==> src/rtl/fetch_unit.sv <==
// Instruction-fetch stage with IF/ID pipeline register and return-address handling.
// Define FETCH_RAS_EN for the RAS_DEPTH-entry circular return stack; otherwise a single return register is used.
module fetch_unit #(
    parameter int          PC_W      = 16,
    parameter int          RAS_DEPTH = 8,
    parameter logic [15:0] NOP_INSTR = 16'h0000
) (
    input  logic            clk,
    input  logic            reset,
    input  logic            stall,
    input  logic            kill,
    input  logic [1:0]      pc_src,
    input  logic            is_call,
    input  logic [PC_W-1:0] jump_target,
    input  logic [PC_W-1:0] branch_target,
    output logic [PC_W-1:0] imem_addr,
    input  logic [15:0]     imem_data,
    output logic [15:0]     id_instr,
    output logic [PC_W-1:0] id_pc,
    output logic            id_valid,
    output logic            ras_underflow,
    output logic            ras_overflow
);

    logic [PC_W-1:0] pc;
    logic [PC_W-1:0] pc_next;
    logic [PC_W-1:0] ret_addr;
    logic [PC_W-1:0] ret_top;
    logic            push;
    logic            pop;

    // A CALL sits in decode, so the return point is the word after id_pc.
    assign ret_addr  = id_pc + PC_W'(1);
    assign push      = !stall && (pc_src == 2'd1) && is_call;
    assign pop       = !stall && (pc_src == 2'd3);
    assign imem_addr = pc;

`ifdef FETCH_RAS_EN
    localparam int PTR_W = $clog2(RAS_DEPTH);

    logic [PC_W-1:0]  ras [RAS_DEPTH];
    logic [PTR_W-1:0] ptr;
    logic [PTR_W:0]   count;
    logic             empty;

    assign empty   = (count == '0);
    assign ret_top = empty ? '0 : ras[ptr - PTR_W'(1)];

    // NOTE: the stack array has no reset; count = 0 makes stale entries unreachable.
    always_ff @(posedge clk) begin
        if (push)
            ras[ptr] <= ret_addr;
    end

    // The pointer wraps, so a push at full depth lands on the oldest entry.
    always_ff @(posedge clk or posedge reset) begin
        if (reset) begin
            ptr           <= '0;
            count         <= '0;
            ras_underflow <= 1'b0;
            ras_overflow  <= 1'b0;
        end else if (!stall) begin
            ras_underflow <= pop && empty;
            if (push) begin
                ptr <= ptr + PTR_W'(1);
                if (count != (PTR_W+1)'(RAS_DEPTH))
                    count <= count + (PTR_W+1)'(1);
                else
                    ras_overflow <= 1'b1;
            end else if (pop && !empty) begin
                ptr   <= ptr - PTR_W'(1);
                count <= count - (PTR_W+1)'(1);
            end
        end
    end
`else
    logic [PC_W-1:0] ret_reg;

    always_ff @(posedge clk or posedge reset) begin
        if (reset)
            ret_reg <= '0;
        else if (push)
            ret_reg <= ret_addr;
    end

    assign ret_top       = ret_reg;
    assign ras_underflow = 1'b0;
    assign ras_overflow  = 1'b0;
`endif

    // NOTE: every path assigns pc_next, so no latch is inferred.
    always_comb begin
        pc_next = pc + PC_W'(1);
        unique case (pc_src)
            2'd0: pc_next = pc + PC_W'(1);
            2'd1: pc_next = jump_target;
            2'd2: pc_next = branch_target;
            2'd3: pc_next = ret_top;
        endcase
    end

    // NOTE: sequential state uses non-blocking assignments so all registers update together.
    always_ff @(posedge clk or posedge reset) begin
        if (reset) begin
            pc       <= '0;
            id_instr <= NOP_INSTR;
            id_pc    <= '0;
            id_valid <= 1'b0;
        end else if (!stall) begin
            pc    <= pc_next;
            id_pc <= pc;
            if (kill) begin
                id_instr <= NOP_INSTR;
                id_valid <= 1'b0;
            end else begin
                id_instr <= imem_data;
                id_valid <= 1'b1;
            end
        end
    end

endmodule

==> config.mk <==
export PLATFORM = sky130hd
export DESIGN_NAME = fetch_unit
export DESIGN_NICKNAME = d
export VERILOG_FILES = /design/src/rtl/fetch_unit.sv
export SDC_FILE = /design/constraint.sdc
export NUM_CORES = 1
export LEC_CHECK = 0
export CORE_MARGIN = 4
export CORE_UTILIZATION = 40
export CTS_BUF_LIST = sky130_fd_sc_hd__clkbuf_16
export DETAILED_ROUTE_END_ITERATION = 8
export GPL_ROUTABILITY_DRIVEN = 0
export HOLD_SLACK_MARGIN = 0.06
export PLACE_DENSITY = 0.76
export SYNTH_ARGS = -nofsm -noshare
export SYNTH_HDL_FRONTEND = slang
export SYNTH_SLANG_ARGS = --single-unit
==> constraint.sdc <==
create_clock -name clk -period 3.3 [get_ports clk]
set_input_delay 0.33 -clock clk [delete_from_list [all_inputs] [get_ports clk]]
set_output_delay 0.33 -clock clk [all_outputs]
set_load 0.03 [all_outputs]
==> results.json <==
{
  "critPathLaunchType": "input port",
  "drive_gt1_share_pct": 12.91,
  "hold_viol_final": 0,
  "min_period_over_period_pct": 67.87,
  "root_buffer": "clkbuf_16",
  "core_um2": 8175,
  "track_usage_pct": 19.97,
  "grt-ovfl-total": 0,
  "layout.cells.most_common_list": "102 x clkdlybuf4s50_1, 65 x dfrtp_1, 24 x a21oi_1, 24 x nor2_1, 20 x mux2_2",
  "cp.required_ns": 3.51,
  "antenna_found_initial": 0,
  "ios": 106,
  "grt_max_degree": 66,
  "clock-sinks": 65,
  "final_common_cell": "clkdlybuf4s50_1",
  "powerDensity_nw_per_um2": 644.1,
  "initial_core_util_pct": 41.11,
  "vias": 2962,
  "drtPass1Iterations": 5,
  "rsz0062_at_grt": "false",
  "slew_headroom_pct": 25.71,
  "fin_setup_tns_ns": 0,
  "antenna_cells": 0,
  "grt_pass1_wl_mm": 15.57,
  "cts_inserted_buffers": 9,
  "place.detailed.hpwl_mm": 6.941,
  "ys_seq_elements": 65,
  "cts.clk_slew.worst_paths_ns": 0.05,
  "hold_buffers": 0,
  "cts_resized": 0,
  "top_usage_layer": "met2",
  "irDropWorstVdd_mv": 0.3270,
  "fmaxAchievable_mhz": 446.5,
  "synth_edf_count": 0,
  "grt_use_met1_pct": 27.17,
  "vias_per_cell": 5.578,
  "place_area_um2": 4482,
  "area_growth_pct": 43.34,
  "outcome": "finished, final reports clean",
  "critPathCaptureType": "flip-flop",
  "p_leak_nw": 1.930,
  "dp_cells": 515,
  "die_area_um2": 9932,
  "layout_setup_ws_ns": 1.060,
  "die_y_um": 99.66,
  "rows": 33,
  "portBuffers": 103,
  "syn_inst": 321,
  "yosys_warnings": 0,
  "cts_buffer_depth": 2,
  "use_met3_pct": 3.717,
  "fin_crit_ns": 2.240,
  "use_met2_pct": 32.63,
  "setup_violations": 0,
  "cts_post_setup_buffers_inserted": 0,
  "remaining_drc_errors": 0,
  "arrival_ns": 2.45,
  "clk_latency_ns": 0.33,
  "syn_area_um2": 3361,
  "avgRoutedWirePerCell_um": 18.20,
  "fin_area_um2": 4817,
  "first_iter_violations": 139,
  "ant_nets": 0,
  "synth-main-ff-cell": "dfrtp_1",
  "nets": 478,
  "finClkSkew_ns": 0.008412,
  "min_path_type": "reg -> reg",
  "maxCapViolations": 0,
  "synth_cell_types": 55,
  "worstPathMaxFanout": 15,
  "grt_pass1_vias": 2959,
  "routed_wl_mm": 9.662,
  "tightest_slew_ns": 1.110,
  "yosysSeqAreaShare_pct": 48.40,
  "cts_tree": "done",
  "syn_avg_cell_area_um2": 10.47,
  "worstSetupPathType": "in -> reg",
  "cts.htree.levels": 3,
  "place_ws_ns": 0.7841,
  "instances_no_fill": 531,
  "slew_violations": 0,
  "ys_async_sr_fraction_pct": 100.0,
  "die_x_um": 99.66
}
==> metrics by stage <==
stage	total power (W)	utilization [%]	hold WS [ns]
floorplan	0.001639	-	0.4373
global placement	0.002014	54.82	0.4622
detailed placement	0.002037	54.82	0.4770
CTS	0.003120	58.92	0.4937
global route	0.003241	58.92	0.5171
finish	0.003103	58.92	0.4941
==> Yosys cell counts, drive strengths merged (3+ instances only) <==
master | instances | area share, %
a21oi | 24 | 3.6
mux2 | 20 | 6.7
a22o | 15 | 3.9
nor4 | 9 | 1.7
xor2 | 5 | 1.3
nor2 | 24 | 2.7
o21ai | 11 | 1.6
nand4 | 8 | 1.5
buf | 11 | 1.7
nand2 | 19 | 2.1
xnor2 | 9 | 2.3
mux4 | 3 | 2.0
nor3 | 5 | 0.74
a22oi | 3 | 0.67
a211oi | 4 | 0.89
nand3 | 13 | 2.5
a2bb2oi | 3 | 0.78
or3 | 5 | 0.97
clkbuf | 11 | 1.2
mux2i | 8 | 2.4
o22a | 5 | 1.3
inv | 8 | 0.89
a221oi | 4 | 1.0
dfrtp | 65 | 48
==> power by group <==
part	total, W	leakage, nW	internal [W]	switching, W
Combinational	0.000877	0.989	0.000418	0.000459
Sequential	0.00115	0.776	0.000950	0.000200
Clock	0.00108	0.166	0.000731	0.000345
==> final timing paths <==
kind | from | end | slack, ns | cells after the start
max | pc_src[0] | imem_addr[7] | 1.06 | 5
min | id_valid | id_valid | 0.49 | 1
max reg2reg | imem_addr[0] | imem_addr[14] | 1.09 | 5
min reg2reg | id_valid | id_valid | 0.49 | 1
max in group asynchronous | reset | imem_addr[4] | 2.16 | 3
min in group asynchronous | reset | id_instr[13] | 0.56 | 3
==> cells by family after synthesis <==
family                     share of synthesized area (%)
muxes                                              11.09
adders and majority gates                         0.7445
and+or+nand+nor                                    14.74
xor gates and xnor gates                           3.649
DFF                                                48.40
AOI/OAI and AO/OA                                  17.46
other                                             0.1116
buffers and inverters                              3.797
==> layout make-up <==
class,count,area [um^2]
Clock buffer,9,225.2
Multi-Input combinational cell,227,1615
Clock inverter,7,110.1
Inverter,8,30.03
Timing Repair Buffer,110,1079
Tap cell,105,131.4
Sequential cell,65,1627
Fill cell,689,3358
==> worst max-delay path, stage by stage <==
cell             delay, ns
clkdlybuf4s50_1       0.73
nor2_1                0.85
nand2_1               0.11
o221a_2               0.26
o22a_1                0.17
==> metal layers <==
metal	vias up	routed length (um)
li1	1400	-
met1	1441	4213
met2	111	4782
met3	10	577
met4	0	89
met5	-	0
No activity file was read; power rests on OpenSTA's default activity.
